`src/rtl/seg7_pkg.sv`:
```
// Shared seven-segment definitions for the display blocks.
// Glyphs are active-low, bit 0 = segment a, bit 6 = segment g.
package seg7_pkg;

    localparam logic [6:0] SEG_BLANK = 7'b1111111;

    localparam logic [6:0] SEG_0 = 7'b1000000;
    localparam logic [6:0] SEG_1 = 7'b1111001;
    localparam logic [6:0] SEG_2 = 7'b0100100;
    localparam logic [6:0] SEG_3 = 7'b0110000;
    localparam logic [6:0] SEG_4 = 7'b0011001;
    localparam logic [6:0] SEG_5 = 7'b0010010;
    localparam logic [6:0] SEG_6 = 7'b0000010;
    localparam logic [6:0] SEG_7 = 7'b1111000;
    localparam logic [6:0] SEG_8 = 7'b0000000;
    localparam logic [6:0] SEG_9 = 7'b0010000;
    localparam logic [6:0] SEG_A = 7'b0001000;
    localparam logic [6:0] SEG_B = 7'b0000011;
    localparam logic [6:0] SEG_C = 7'b1000110;
    localparam logic [6:0] SEG_D = 7'b0100001;
    localparam logic [6:0] SEG_E = 7'b0000110;
    localparam logic [6:0] SEG_F = 7'b0001110;

    // Per-slot scan phase: anodes off (GAP) then digit driven (SHOW).
    typedef enum logic {
        ST_GAP  = 1'b0,
        ST_SHOW = 1'b1
    } scan_state_e;

endpackage

```
`src/rtl/hexto7segment.sv`:
```
// Hex nibble to active-low seven-segment glyph decoder.
// Purely combinational; glyph table lives in seg7_pkg.
module hexto7segment
    import seg7_pkg::*;
(
    input  logic [3:0] nib,
    output logic [6:0] seg
);

    // Nibble to glyph lookup
    always_comb begin
        seg = SEG_BLANK;
        unique case (nib)
            4'h0: seg = SEG_0;
            4'h1: seg = SEG_1;
            4'h2: seg = SEG_2;
            4'h3: seg = SEG_3;
            4'h4: seg = SEG_4;
            4'h5: seg = SEG_5;
            4'h6: seg = SEG_6;
            4'h7: seg = SEG_7;
            4'h8: seg = SEG_8;
            4'h9: seg = SEG_9;
            4'hA: seg = SEG_A;
            4'hB: seg = SEG_B;
            4'hC: seg = SEG_C;
            4'hD: seg = SEG_D;
            4'hE: seg = SEG_E;
            4'hF: seg = SEG_F;
        endcase
    end

endmodule

```
`src/rtl/display_scan_ctrl.sv`:
```
// Multiplexed seven-segment scan controller with frame-synchronous
// double-buffered data, per-slot anode blanking and leading-zero blanking.
module display_scan_ctrl
    import seg7_pkg::*;
#(
    parameter int NDIG  = 4,
    parameter int DIV   = 50000,
    parameter int BLANK = 500
) (
    input  logic              clk,
    input  logic              rst,
    input  logic              load,
    input  logic [4*NDIG-1:0] value,
    input  logic [NDIG-1:0]   dp_in,
    input  logic              lz_en,
    output logic              pending,
    output logic [6:0]        hex,
    output logic              dp,
    output logic [NDIG-1:0]   an
);

    localparam int CW = $clog2(DIV);
    localparam int IW = $clog2(NDIG);

    localparam logic [CW-1:0] CNT_LAST = CW'(DIV - 1);
    localparam logic [CW-1:0] CNT_SHOW = CW'(BLANK);
    localparam logic [IW-1:0] IDX_LAST = IW'(NDIG - 1);

    logic [CW-1:0]     cnt_q, cnt_d;
    logic [IW-1:0]     idx_q, idx_d;
    scan_state_e       state_q, state_d;

    logic [4*NDIG-1:0] act_val_q, act_val_d;
    logic [NDIG-1:0]   act_dp_q, act_dp_d;
    logic [4*NDIG-1:0] pnd_val_q, pnd_val_d;
    logic [NDIG-1:0]   pnd_dp_q, pnd_dp_d;
    logic              pending_q, pending_d;

    logic [6:0]        hex_q, hex_d;
    logic              dp_q, dp_d;
    logic [NDIG-1:0]   an_q, an_d;

    logic              slot_end;
    logic              frame_end;
    logic [3:0]        nib;
    logic              dig_dp;
    logic              dark;
    logic              hi_zero;
    logic [6:0]        seg;

    assign slot_end  = (cnt_q == CNT_LAST);
    assign frame_end = slot_end && (idx_q == IDX_LAST);

    // Slot counter, digit index and GAP/SHOW phase
    always_comb begin
        cnt_d   = slot_end ? '0 : cnt_q + 1'b1;
        idx_d   = idx_q;
        state_d = state_q;
        if (slot_end) begin
            idx_d = (idx_q == IDX_LAST) ? '0 : idx_q + 1'b1;
        end
        unique case (state_q)
            ST_GAP:  if (cnt_d == CNT_SHOW) state_d = ST_SHOW;
            ST_SHOW: if (slot_end) state_d = ST_GAP;
        endcase
    end

    // Pending/active double buffer: swap only at frame boundary so a
    // frame is never drawn with mixed old and new digits
    always_comb begin
        act_val_d = act_val_q;
        act_dp_d  = act_dp_q;
        pnd_val_d = pnd_val_q;
        pnd_dp_d  = pnd_dp_q;
        pending_d = pending_q;
        if (frame_end && pending_q) begin
            act_val_d = pnd_val_q;
            act_dp_d  = pnd_dp_q;
            pending_d = 1'b0;
        end
        if (load) begin
            pnd_val_d = value;
            pnd_dp_d  = dp_in;
            pending_d = 1'b1;
        end
    end

    // Select active nibble for idx and decide leading-zero blanking
    always_comb begin
        nib     = 4'h0;
        dig_dp  = 1'b0;
        dark    = 1'b0;
        hi_zero = 1'b1;
        for (int i = NDIG - 1; i >= 0; i--) begin
            hi_zero = hi_zero && (act_val_q[4*i +: 4] == 4'h0);
            if (idx_q == IW'(i)) begin
                nib    = act_val_q[4*i +: 4];
                dig_dp = act_dp_q[i];
                dark   = lz_en && (i != 0) && hi_zero;
            end
        end
    end

    hexto7segment u_dec (
        .nib (nib),
        .seg (seg)
    );

    // Next pin values; registered below for glitch-free outputs
    always_comb begin
        an_d  = '1;
        hex_d = SEG_BLANK;
        dp_d  = 1'b1;
        if (state_q == ST_SHOW && !dark) begin
            an_d[idx_q] = 1'b0;
            hex_d       = seg;
            dp_d        = ~dig_dp;
        end
    end

    // Scan FSM, data buffers and registered outputs
    always_ff @(posedge clk) begin
        if (rst) begin
            cnt_q     <= '0;
            idx_q     <= '0;
            state_q   <= ST_GAP;
            act_val_q <= '0;
            act_dp_q  <= '0;
            pnd_val_q <= '0;
            pnd_dp_q  <= '0;
            pending_q <= 1'b0;
            hex_q     <= SEG_BLANK;
            dp_q      <= 1'b1;
            an_q      <= '1;
        end else begin
            cnt_q     <= cnt_d;
            idx_q     <= idx_d;
            state_q   <= state_d;
            act_val_q <= act_val_d;
            act_dp_q  <= act_dp_d;
            pnd_val_q <= pnd_val_d;
            pnd_dp_q  <= pnd_dp_d;
            pending_q <= pending_d;
            hex_q     <= hex_d;
            dp_q      <= dp_d;
            an_q      <= an_d;
        end
    end

    assign pending = pending_q;
    assign hex     = hex_q;
    assign dp      = dp_q;
    assign an      = an_q;

endmodule

```
`config.mk`:
```
export PLATFORM = sky130hd
export DESIGN_NAME = display_scan_ctrl
export DESIGN_NICKNAME = d
export VERILOG_FILES = /design/src/rtl/seg7_pkg.sv /design/src/rtl/hexto7segment.sv /design/src/rtl/display_scan_ctrl.sv
export SDC_FILE = /design/constraint.sdc
export NUM_CORES = 1
export LEC_CHECK = 0
export ABC_AREA = 1
export CAP_MARGIN = 20
export CORE_ASPECT_RATIO = 0.6
export CORE_MARGIN = 1.5
export CORE_UTILIZATION = 25
export CTS_BUF_LIST = sky130_fd_sc_hd__clkbuf_8
export CTS_CLUSTER_SIZE = 30
export DETAILED_ROUTE_END_ITERATION = 10
export SYNTH_ARGS = -nofsm -noshare
export SYNTH_HDL_FRONTEND = slang
export SYNTH_SLANG_ARGS = --single-unit
```
`constraint.sdc`:
```
create_clock -name clk -period 3.91 [get_ports clk]
set_input_delay 0.391 -clock clk [delete_from_list [all_inputs] [get_ports clk]]
set_output_delay 0.391 -clock clk [all_outputs]
set_load 0.03 [all_outputs]
```
* Yosys cells after proc, flatten, opt, wreduce, memory -nomap -nowiden
Memories as Yosys holds them, arrays and structs flattened. A register that Yosys moved wholly into a read port is not among the register bits. Cells that the tools add are included.
Word-level totals: output and inout port bits 13, register bits 65, word-level logic and storage cells 61, bits of input ports 24, memories 1, ROM bits 112
Memories:
- (no name shown) | depth 16, width 7, rd ports 1, clocked after memory_dff 1, write ports 0, RTL line hexto7segment.sv:13 | unique case (nib)
Cells by class: bitwise gates (word level) 4, multiplexer cells 21, reduce and logical (&&, ||, !) cells 16, equality and inequality tests 5, add/subtract/negate cells 2, order comparisons 2
Operators with widths (number):
- $add A16 B1 Y16 const B | 1
- $eq A16 B16 Y1 const B | 1
- $eq A16 B9 Y1 const B | 1
- $mux W16 | 1
- $mux W4 | 4
- $mux W1 | 13
- $logic_not A4 Y1 | 3
- $logic_and A1 B1 Y1 | 9
- $eq A2 B2 Y1 const B | 2
- $not A4 Y4 | 1
- $lt A2 B3 Y1 const B | 1
- $not A1 Y1 | 3
- $add A2 B1 Y2 const B | 1
- $demux W1 S2 | 1
- $eq A2 B1 Y1 const B | 1
- $ge A2 B1 Y1 const B | 1
- $logic_not A2 Y1 | 1
- $mux W2 | 1
- $pmux W1 S2 | 1
- $reduce_bool A2 Y1 | 1
- $reduce_or A2 Y1 | 1
- $logic_not A1 Y1 | 1

* Depth between registers and ports, before layout
Gate-level depths: netlist of run 1.
word-level depth 10, mapped depth 14, gate-level depth less buffers 13

* Hierarchy
From an unflattened synthesis of run 1, not the netlist that was laid out.
Second synthesis, totals: cell total of the unflattened synthesis 472, area total of the unflattened synthesis 3422.0 um^2
By module, submodules not included:
- display_scan_ctrl | cells each 423, seq. area each 1441.4 um^2, times used 1, area an instance 3148.0 um^2
- hexto7segment | cells each 49, seq. area each 0.0 um^2, times used 1, area an instance 274.0 um^2

* Worst setup path before layout of run 1
OpenSTA, ideal clock, no wires.
path kind register to register, from register idx_q[0], to register hex_q[3], in the netlist hex[3], library setup time 0.126 ns, clock period less this slack 1.955 ns, required time 3.784 ns, buffers on the path 0, stages on the path, launching flop included 11, slack 1.955 ns, arrival time 1.829 ns, path through dfxtp_1 inv_1 ha_1 inv_2 o21ai_0 inv_1 ha_1 inv_1 nand2_1 o211ai_1 nand3_1
Between the ends: cells in the longest elaborated chain, start to end 9, elaborated cells on any way between the ends 16, those cells by class eq/ne: 3; mux: 8; bitwise: 1; reduce/logical: 4
RTL lines:
- from (decl) | RTL line display_scan_ctrl.sv:30 | logic [IW-1:0] idx_q, idx_d;
- from (signal assigned) | RTL line display_scan_ctrl.sv:137 | idx_q <= idx_d;
- $eq A2 B2 Y1 | RTL line display_scan_ctrl.sv:96 | if (idx_q == IW'(i)) begin
- $mux W1 (4 in series) | RTL line display_scan_ctrl.sv:96
- $logic_not A1 Y1 | RTL line display_scan_ctrl.sv:114 | if (state_q == ST_SHOW && !dark) begin
- $logic_and A1 B1 Y1 | RTL line display_scan_ctrl.sv:114
- $not A1 Y1 (no line)
- $reduce_or A2 Y1 (no line)
- to (decl) | RTL line display_scan_ctrl.sv:39 | logic [6:0] hex_q, hex_d;
Parallel ways exist; a longest one is shown, timed or not. A chain may end at the register's enable or synchronous reset.

* Worst setup path in the final report of run 1
from register idx_q[0], to register hex_q[6], in the netlist hex[6]
Same word-level chain as after synthesis.

==> results of run 1 <==
## area by class of cell
type / count / area (um^2) / area share [%]
Timing Repair Buffer: 38 / 375 / 9.15
Multi-Input combinational cell: 354 / 1650 / 40.3
Clock inverter: 7 / 126 / 3.08
Tap cell: 170 / 213 / 5.19
Inverter: 45 / 169 / 4.12
Clock buffer: 9 / 124 / 3.02
Sequential cell: 72 / 1440 / 35.1
## routing by layer
layer	routed length (um)	vias to the layer above	track usage, %	part of all wire (%)
met3	416	11	3.56	4.9
met1	4890	1389	19.0	57
met4	96	0	3.40	1.1
met2	3150	82	17.1	37
met5	0	-	0	0
li1	-	1615	-	-
## synthesized netlist by cell type (2+ instances only)
library cell | instances | area, um^2
ha_1 | 12 | 150
nor2_2 | 6 | 37.5
nand4_1 | 6 | 37.5
dfxtp_1 | 72 | 1440
o21ai_0 | 32 | 160
nor3_1 | 6 | 30.0
buf_6 | 2 | 22.5
nor2_1 | 132 | 495
nand3_1 | 32 | 160
nand2_1 | 83 | 312
clkbuf_1 | 10 | 37.5
o211ai_1 | 3 | 22.5
a21oi_1 | 10 | 50.1
inv_1 | 36 | 135
buf_2 | 3 | 15.0
inv_2 | 9 | 33.8
o21ai_1 | 21 | 105
nand2_2 | 3 | 18.8
nand3_2 | 3 | 30.0
## layout by cell type, fill, tap and decap left out, drive strengths merged
cell type / instances
o211ai: 3
dfxtp: 72
inv: 48
nand4: 6
clkdlybuf4s50: 36
nand2: 86
clkinvlp: 1
clkbuf: 9
bufinv: 3
o21a: 1
buf: 2
a21oi: 10
o21ai: 54
a211oi: 1
nand3: 35
nor2: 139
ha: 12
nor3: 6
xor2: 1
## where the power goes
part	internal (mW)	switching (mW)	total, mW
combinational	0.0343	0.0349	0.0693
sequential	0.750	0.0128	0.763
clock	0.432	0.306	0.739
## worst min path at each step
stage | from | to | slack, ns | cells past startpoint
floorplan | state_q | state_q | 0.43 | 2
global placement | state_q | state_q | 0.45 | 2
detailed placement | state_q | state_q | 0.47 | 2
CTS | state_q | state_q | 0.48 | 2
global route | state_q | state_q | 0.51 | 2
finish | pnd_val_q[10] | act_val_q[10] | 0.49 | 2
## sequential cells by signal, summed over array words and instances (netlist names)
name       count
an             4
pnd_dp_q       4
idx_q          2
act_dp_q       4
cnt_q         16
act_val_q     16
dp             1
pnd_val_q     16
state_q        1
hex            7
pending        1
## worst max-delay path, delay by kind of cell, from the launching register on
| family | cells | cell delay [ns] |
|---|---|---|
| adder cells (fa/ha/maj) | 2 | 0.59 |
| buffers and inverters | 3 | 0.42 |
| flip-flops | 1 | 0.35 |
| AO/OA/AOI/OAI | 2 | 0.61 |
| AND/OR/NAND/NOR | 3 | 0.25 |
## cell families (layout without fill, tap and decap cells)
family | Yosys count | after routing
flip-flops | 72 | 72
buffers and inverters | 61 | 99
AO/OA/AOI/OAI | 69 | 69
adder cells (fa/ha/maj) | 12 | 12
AND/OR/NAND/NOR | 272 | 272
XOR/XNOR | 1 | 1
## through the flow
step           hold slack, ns  setup slack (ns)
2_1_floorplan           0.426              1.96
3_3_place_gp            0.449              1.62
3_5_place_dp            0.465              1.57
4_1_cts                 0.479              1.53
5_1_grt                 0.506              1.27
6_report                0.486              1.54
==> summary.txt, run 1 <==
Outcome: finished, final reports clean
Slew @ Worst Pin: 0.663 ns
Peak Freq: 422 MHz
Fillers: 1404
Syn avg cell area: 6.87 um^2
Clock Latency Late Sink: 0.36 ns
Slew margin rel.: 55.7%
Compound-cell area share of the yosys netlist: 10.8%
Post CTS Setup Buffer Count: 0
CP required: 4.12 ns
DRC viols: 0
Reg-to-reg startpoint: idx_q[0]
PostCTS Resize Cnt: 0
Peak supply drop: 0.000144 V
# rows: 32
Core Area: 0.0129 mm^2
Routed Antenna Nets: 0
Drt first pass iters: 5
# clock sinks: 72
Final hold vios: 0
Clk_skew: 0.0128 ns
Total gr overflow: 0
Number of enable flip-flop cells after synthesis: 0
Die width: 152 um
Delay of the slowest critical-path stage: 0.52 ns
Final core utilization: 31.7%
Total power: 1.57 mW
Asr flop ratio synth: 0%
Largest net degree at the start of global routing: 43
Via-to-Cell Ratio: 4.46
Diode count: 0
GRT Total Usage: 12.6%
Crit path cell chain: inv_1, ha_1, inv_2, o21ai_0, inv_1, ha_1, nand2_1, nand2_1, nand2_1, o211ai_1
Placed cell count: 679
Launch point of the critical path: idx_q[0]
Post-Syn Area: 0.00335 mm^2
WL per Instance: 12.3 um
Clk root buf: clkbuf_8
First-pass GRT wire length: 14100 um
Design area: 0.00410 mm^2
Final WL: 8550 um
Sequential share of the synthesized area: 43.1%
Setup TNS Final: 0 ns
Pins Over Slew Limit: 0
CP most frequent cell: nand2_1
Hold-fix buffers, CTS: 0
Max cap viols: 0
CP endpoint kind: flop
Xor and xnor fraction of the mapped netlist area: 0.262%
Chip Height: 92.6 um
R2r endpoint: hex[6]
Vias in the first global route: 2830
Post-Synth Simple-Gate Area: 33.8%
Final setup violating endpoints: 0
Reg2Reg Depth: 10
Port Buf Inserts: 36
CP startpoint kind: flop
Vias: 3097
Crit share post-route: 60.7%
Initial Util: 25.9%
Main combinational cell family by area after synthesis: simple AND/OR/NAND/NOR gates
Hold WC Path Type: reg2reg
Placer's final routability congestion estimate: 0.912
Crit path arrival time: 2.58 ns
# IOs: 37
Post-route insts no fill: 695
Reg2reg setup slack: 1.54 ns
Final HPWL DP: 6310 um
RSZ-0062 raised after global routing: no
Initial antenna violation count: 0
Slowest cell on crit path: o21ai_0
Dpl cell area: 0.00385 mm^2
Die area: 0.0141 mm^2
TritonCTS clock tree: done
Yosys Warn Count: 0
P&R area growth vs syn: 22.6%
Library cells used by synthesis: 25
CTS Buf Count: 9
Number of register bits inferred by synthesis: 72
Fraction of final layout cells sized beyond drive strength 1: 7.81%
Worst-path clk slew: 0.09 ns
Initial DRC count: 184
Crit path kind: reg2reg
Synth Flop Type: dfxtp_1
H-tree depth: 3
Worst setup endpoint: hex[6]
Syn nets: 523
Post-synthesis mux area share: 0%
Synthesized instance count: 487
LEAKAGE: 1.79 nW
Adder-cell area share of the yosys netlist: 4.49%
Cell Pwr Density: 383 mW/mm^2
Period minus WS final: 2.37 ns
Critical Path Fanout Max: 7
Clk buf depth: 2
Nets: 556
No activity file was read; power rests on OpenSTA's default activity.
==> inputs of run 2 (changes only) <==
- clock period: 3.91 -> 2.3 ns (I/O delays scaled with it)
==> run 2 against run 1 <==
Effect of this change:
- routed wire length fell by 0.53%
- clock-buffer cell count stayed put
- die area is the same
- worst setup slack got worse by 1.3 ns
- fmax increased by 14%
- critical path depth rose by 3
- non-clock buffer count grew 4
- clock skew down 0.0061 ns
- first-iteration DRC count grew 21%
- final area is essentially flat
- sequential share of layout area hardly changed
- critical endpoint is now hex[0]
- largest cell class unchanged
==> summary.txt, run 2 (synthesized netlist as in run 1, its figures left out) <==
DRC viols: 0 (unchanged)
Post CTS Setup Buffer Count: 0 (unchanged)
Most frequent cells in the layout: nor2_1 (132), nand2_1 (83), dfxtp_1 (72), inv_1 (38), clkdlybuf4s50_1 (36)
# rows: 32 (unchanged)
Total gr overflow: 0 (unchanged)
Final setup violating endpoints: 0 (unchanged)
First-pass GRT wire length: 14200 um (+0.63%)
Chip Height: 92.6 um (unchanged)
Clk root buf: clkbuf_8
Initial antenna violation count: 0 (unchanged)
Setup ws final: 0.218 ns (-1.32 ns)
RSZ-0062 raised after global routing: no
Crit path arrival time: 2.34 ns (-0.24 ns)
Clk buf depth: 2 (unchanged)
Nets: 560 (+0.72%)
Vias: 3086 (-0.36%)
CP required: 2.56 ns (-1.56 ns)
Clock Latency Late Sink: 0.36 ns (about the same)
R2r endpoint: hex[0]
Initial DRC count: 223 (+21%)
Routed Antenna Nets: 0 (unchanged)
Outcome: finished, final reports clean
Diode count: 0 (unchanged)
Fraction of final layout cells sized beyond drive strength 1: 8.51% (+0.70 points)
Crit path kind: reg2reg
Period minus WS final: 2.08 ns (-0.291 ns)
Final WL: 8500 um (-0.53%)
Critical Path Fanout Max: 7 (unchanged)
# clock sinks: 72 (unchanged)
Total power: 2.50 mW (+59%)
WL per Instance: 12.2 um (-1.1%)
Worst-path clk slew: 0.08 ns (about the same)
Slew margin rel.: 58.0% (+2.3 points)
Setup TNS Final: 0 ns (unchanged)
Largest registers: act_val_q: 16 flops, cnt_q: 16 flops, pnd_val_q: 16 flops
Core Area: 0.0129 mm^2 (unchanged)
Die width: 152 um (unchanged)
Cell Pwr Density: 610 mW/mm^2 (+59%)
Port Buf Inserts: 36 (unchanged)
Most common cell after layout, fill and taps aside: nor2_1
H-tree depth: 3 (unchanged)
Via-to-Cell Ratio: 4.41 (-0.93%)
Die area: 0.0141 mm^2 (unchanged)
Reg2reg setup slack: 0.22 ns (-1.32 ns)
DP Worst Slack: 0.0724 ns (-1.49 ns)
Reg2Reg Depth: 13 (+3)
Drt first pass iters: 4 (-1)
P&R area growth vs syn: 22.6% (about the same)
Reg-to-reg startpoint: idx_q[0]
Pins Over Slew Limit: 0 (unchanged)
CP startpoint kind: flop
GRT Total Usage: 12.9% (+0.26 points)
CTS Buf Count: 9 (unchanged)
Max cap viols: 0 (unchanged)
Slew @ Worst Pin: 0.630 ns (-0.0331 ns)
Crit share post-route: 90.5% (+30 points)
Vias in the first global route: 2860 (+1.1%)
Final hold vios: 0 (unchanged)
Worst setup endpoint: hex[0]
Hold WC Path Type: in2reg
Clk_skew: 0.00670 ns (-0.00605 ns)
Largest net degree at the start of global routing: 42 (-2.3%)
Peak Freq: 480 MHz (+14%)
Initial Util: 25.9% (unchanged)
Launch point of the critical path: idx_q[0]
Final HPWL DP: 6350 um (+0.70%)
CP endpoint kind: flop
TritonCTS clock tree: done
Peak supply drop: 0.000248 V (+73%)
Placer's final routability congestion estimate: 0.892 (-2.2%)
# IOs: 37 (unchanged)
LEAKAGE: 1.80 nW (+0.43%)
run 2: changes by cell type in the layout (fill, tap and decap cells not counted), sizes merged:
| cell | delta |
|---|---|
| buf | +4 |
| clkinv | +2 |
| bufinv | -1 |
| inv | -1 |
run 2: final cells by class:
cell class / count / area (um^2)
multi-input cells: 354 / 1660
clock buffers: 9 / 124
flip-flops and latches: 72 / 1440
inverters: 45 / 169
fillers: 1386 / 8830
well taps: 170 / 213
repair buffers: 42 / 405
clock inverters: 7 / 88.8
run 2: how the worst min path moves through the flow:
stage / startpoint / end / slack [ns] / depth (start not counted)
after floorplan: dp_in[0] / pnd_dp_q[0] / 0.36 / 2
after global placement: state_q / state_q / 0.44 / 2
after detailed placement: state_q / state_q / 0.46 / 2
after CTS: value[15] / pnd_val_q[15] / 0.43 / 3
after global routing: dp_in[2] / pnd_dp_q[2] / 0.43 / 3
final: value[15] / pnd_val_q[15] / 0.45 / 3
run 2: per-stage QoR:
stage / utilization, % / std cells / area [um^2] / hold slack (ns)
2_1_floorplan: - / 487 / 3350 / 0.365
3_3_place_gp: 30.0 / 683 / 3880 / 0.441
3_5_place_dp: 30.0 / 683 / 3880 / 0.461
4_1_cts: 31.7 / 699 / 4090 / 0.430
5_1_grt: 31.7 / 699 / 4100 / 0.429
6_report: 31.7 / 699 / 4100 / 0.450
run 2: worst max-delay path: stages, from the launching register on:
cell,delay [ns]
dfxtp_1,0.37
inv_1,0.10
ha_1,0.32
inv_2,0.11
nor2_2,0.04
a21oi_1,0.14
nand3_1,0.11
o21ai_2,0.12
inv_1,0.11
ha_1,0.25
nand2_1,0.09
nand2_1,0.05
a21oi_1,0.12
nand2_1,0.06
run 2: what timing repair did:
action	4_1_cts	5_1_grt
setup endpoints to repair	0	7
gates resized for setup	0	3
hold buffers	0	0
run 2: where the power goes:
part / internal [mW] / leakage, nW / switching (mW) / total, mW
combinational: 0.0594 / 1.10 / 0.0576 / 0.117
clock: 0.602 / 0.112 / 0.486 / 1.09
sequential: 1.28 / 0.587 / 0.0205 / 1.30
total: 1.94 / 1.80 / 0.564 / 2.50
run 2: layer usage:
layer	vias up	GRT usage [%]	wire, um
met5	-	0	0
met3	7	5.57	750
met4	0	3.16	79
li1	1622	-	-
met1	1366	18.8	4500
met2	91	16.9	3170
==> inputs of run 3 (changes only) <==
- CORE_MARGIN: 1.5 -> default
- CORE_UTILIZATION: 25 -> 58
- PLACE_DENSITY: default -> 0.82
==> run 3 against run 2 <==
Effect of this change:
- worst setup slack got worse by 0.0035 ns
- fmax fell by 0.17%
- sequential power barely moved
- critical path type unchanged
- non-clock buffer count down 1
- sequential cell count stayed put
- final area decreased by 3.2%
- via count grew 2.5%
- die area decreased by 57%
- routed wire length is 6.2% lower
- highest routed layer unchanged
- cell count fell by 13%
- first-iteration DRC count grew 14%
- worst hold slack improved by 0.0014 ns
==> summary.txt, run 3 (synthesized netlist as in run 1, its figures left out) <==
Slew margin rel.: 53.7% (-4.2 points)
Routed Antenna Nets: 0 (unchanged)
Peak Freq: 480 MHz (-0.17%)
Crit share post-route: 90.7% (+0.15 points)
GRT busiest layer: met1
# clock sinks: 72 (unchanged)
Clk buf depth: 2 (unchanged)
Critical Path Fanout Max: 7 (unchanged)
Crit path arrival time: 2.33 ns (about the same)
Final hold vios: 0 (unchanged)
Critical path depth: 12 (-1)
CP most frequent cell: nand2_1
Reg2reg setup slack: 0.21 ns (about the same)
R2r endpoint: hex[0]
Cell Pwr Density: 613 mW/mm^2 (+0.53%)
Worst setup endpoint: hex[0]
Most common cell after layout, fill and taps aside: nor2_1
Diode count: 0 (unchanged)
Fraction of final layout cells sized beyond drive strength 1: 8.90% (+0.39 points)
Setup ws final: 0.215 ns (-0.00354 ns)
Die area: 0.00609 mm^2 (-57%)
TritonCTS clock tree: done
Clock Latency Late Sink: 0.35 ns (about the same)
Slew @ Worst Pin: 0.694 ns (+0.0637 ns)
Initial Util: 63.1% (+37 points)
Fillers: 429 (-69%)
LEAKAGE: 1.78 nW (-1.4%)
First-pass GRT wire length: 13300 um (-6.8%)
P&R area growth vs syn: 18.6%
Hold Path Cell Cnt: 3 (unchanged)
DP Worst Slack: 0.0566 ns (-0.0158 ns)
GRT Total Usage: 29.2% (+16 points)
Vias in the first global route: 2721 (-4.9%)
Crit path cell chain: inv_1, ha_2, nor2_2, nand3_1, nand3_1, o21ai_0, buf_4, ha_1, nand2_1, nand2_1, a21oi_1, nand2_1
M3 GR Usage: 11.1% (+5.5 points)
Clk root buf: clkbuf_8
Drt first pass iters: 6 (+2)
Reg2Reg Depth: 12 (-1)
Final HPWL DP: 5940 um (-6.5%)
RSZ-0062 raised after global routing: no
# rows: 20 (-38%)
CTS Buf Count: 9 (unchanged)
DRC viols: 0 (unchanged)
Port Buf Inserts: 36 (unchanged)
Met2 Usage GRT: 39.0% (+22 points)
Via-to-Cell Ratio: 5.23 (+18%)
Peak supply drop: 0.000419 V (+69%)
Core Area: 0.00531 mm^2 (-59%)
Placer's final routability congestion estimate: 0.970 (+8.8%)
Vias: 3162 (+2.5%)
Initial DRC count: 254 (+14%)
Slowest cell on crit path: dfxtp_1
CP endpoint kind: flop
Setup TNS Final: 0 ns (unchanged)
Hold-fix buffers, CTS: 0 (unchanged)
Buffers and inverters on the worst path: 2 (-1)
Period minus WS final: 2.09 ns (+0.00354 ns)
# IOs: 37 (unchanged)
Hold WC Path Type: in2reg
Pins Over Slew Limit: 0 (unchanged)
Worst hold slack: 0.451 ns (+0.00143 ns)
Nets: 559 (-0.18%)
Final core utilization: 74.8% (+43 points)
Crit path kind: reg2reg
Initial antenna violation count: 0 (unchanged)
Most frequent cells in the layout: nor2_1 (132), nand2_1 (83), dfxtp_1 (72), inv_1 (36), clkdlybuf4s50_1 (36)
Global-route met1 utilization: 44.3% (+25 points)
Max cap viols: 0 (unchanged)
Final WL: 7980 um (-6.2%)
H-tree depth: 3 (unchanged)
Clk_skew: 0.00887 ns (+0.00217 ns)
Die width: 100 um (-34%)
Largest net degree at the start of global routing: 42 (unchanged)
Delay of the slowest critical-path stage: 0.37 ns (about the same)
Post CTS Setup Buffer Count: 0 (unchanged)
WL per Instance: 13.2 um (+8.4%)
Reg-to-reg startpoint: idx_q[0]
Total gr overflow: 0 (unchanged)
Top delay family on crit path: simple AND/OR/NAND/NOR gates
Outcome: finished, final reports clean
Worst-path clk slew: 0.09 ns (about the same)
CP startpoint kind: flop
Launch point of the critical path: idx_q[0]
CP required: 2.54 ns (-0.02 ns)
Largest registers: act_val_q: 16 flops, cnt_q: 16 flops, pnd_val_q: 16 flops
Final setup violating endpoints: 0 (unchanged)
Chip Height: 60.8 um (-34%)
## run 3: changes by cell type in the layout (fill, tap and decap cells not counted), sizes merged
cell,change
buf,-1
bufinv,-1
clkinvlp,+2
clkinv,-1
## run 3: cell type report
class | count | area (um^2) | area share, %
multi-input combinational | 354 | 1660 | 41.9
sequential | 72 | 1440 | 36.3
timing repair buffer | 41 | 398 | 10.0
inverter | 45 | 169 | 4.26
clock buffer | 9 | 124 | 3.12
tap | 77 | 96.3 | 2.43
clock inverter | 7 | 78.8 | 1.99
## run 3: per-layer routing
layer,share of wire (%),wire (um)
met3,12,924
met1,51,4060
met4,0.19,15
met2,37,2980
met5,0,0
## run 3: worst min-delay path, cell delays in order
cell and delay [ns]:
clkdlybuf4s50_1 0.39, nor2_1 0.10, nor2_1 0.05
## run 3: report_power, final
group	switching (mW)	internal [mW]	leakage (nW)	total [mW]
Clock	0.512	0.510	0.0925	1.02
Sequential	0.0189	1.28	0.587	1.29
Combinational	0.0589	0.0594	1.10	0.118
Total	0.590	1.84	1.78	2.43
## run 3: repair_timing
item / in CTS / in global routing
resized for setup: 0 / 4
setup endpoints to repair: 0 / 7
endpoints found under the hold margin: 0 / 0
## run 3: worst min path at each step
stage	start	end
global route	value[12]	pnd_val_q[12]
detailed placement	state_q	state_q
CTS	value[15]	pnd_val_q[15]
floorplan	dp_in[0]	pnd_dp_q[0]
global placement	state_q	state_q
finish	value[15]	pnd_val_q[15]
## run 3: per-stage QoR
step                      cell area [um^2]  power (mW)  cells
after global placement                3760        1.44    589
after floorplan                       3350        1.38    487
after detailed placement              3760        1.44    589
final                                 3970        2.43    605
after CTS                             3960        2.44    605
after global routing                  3970        2.51    605
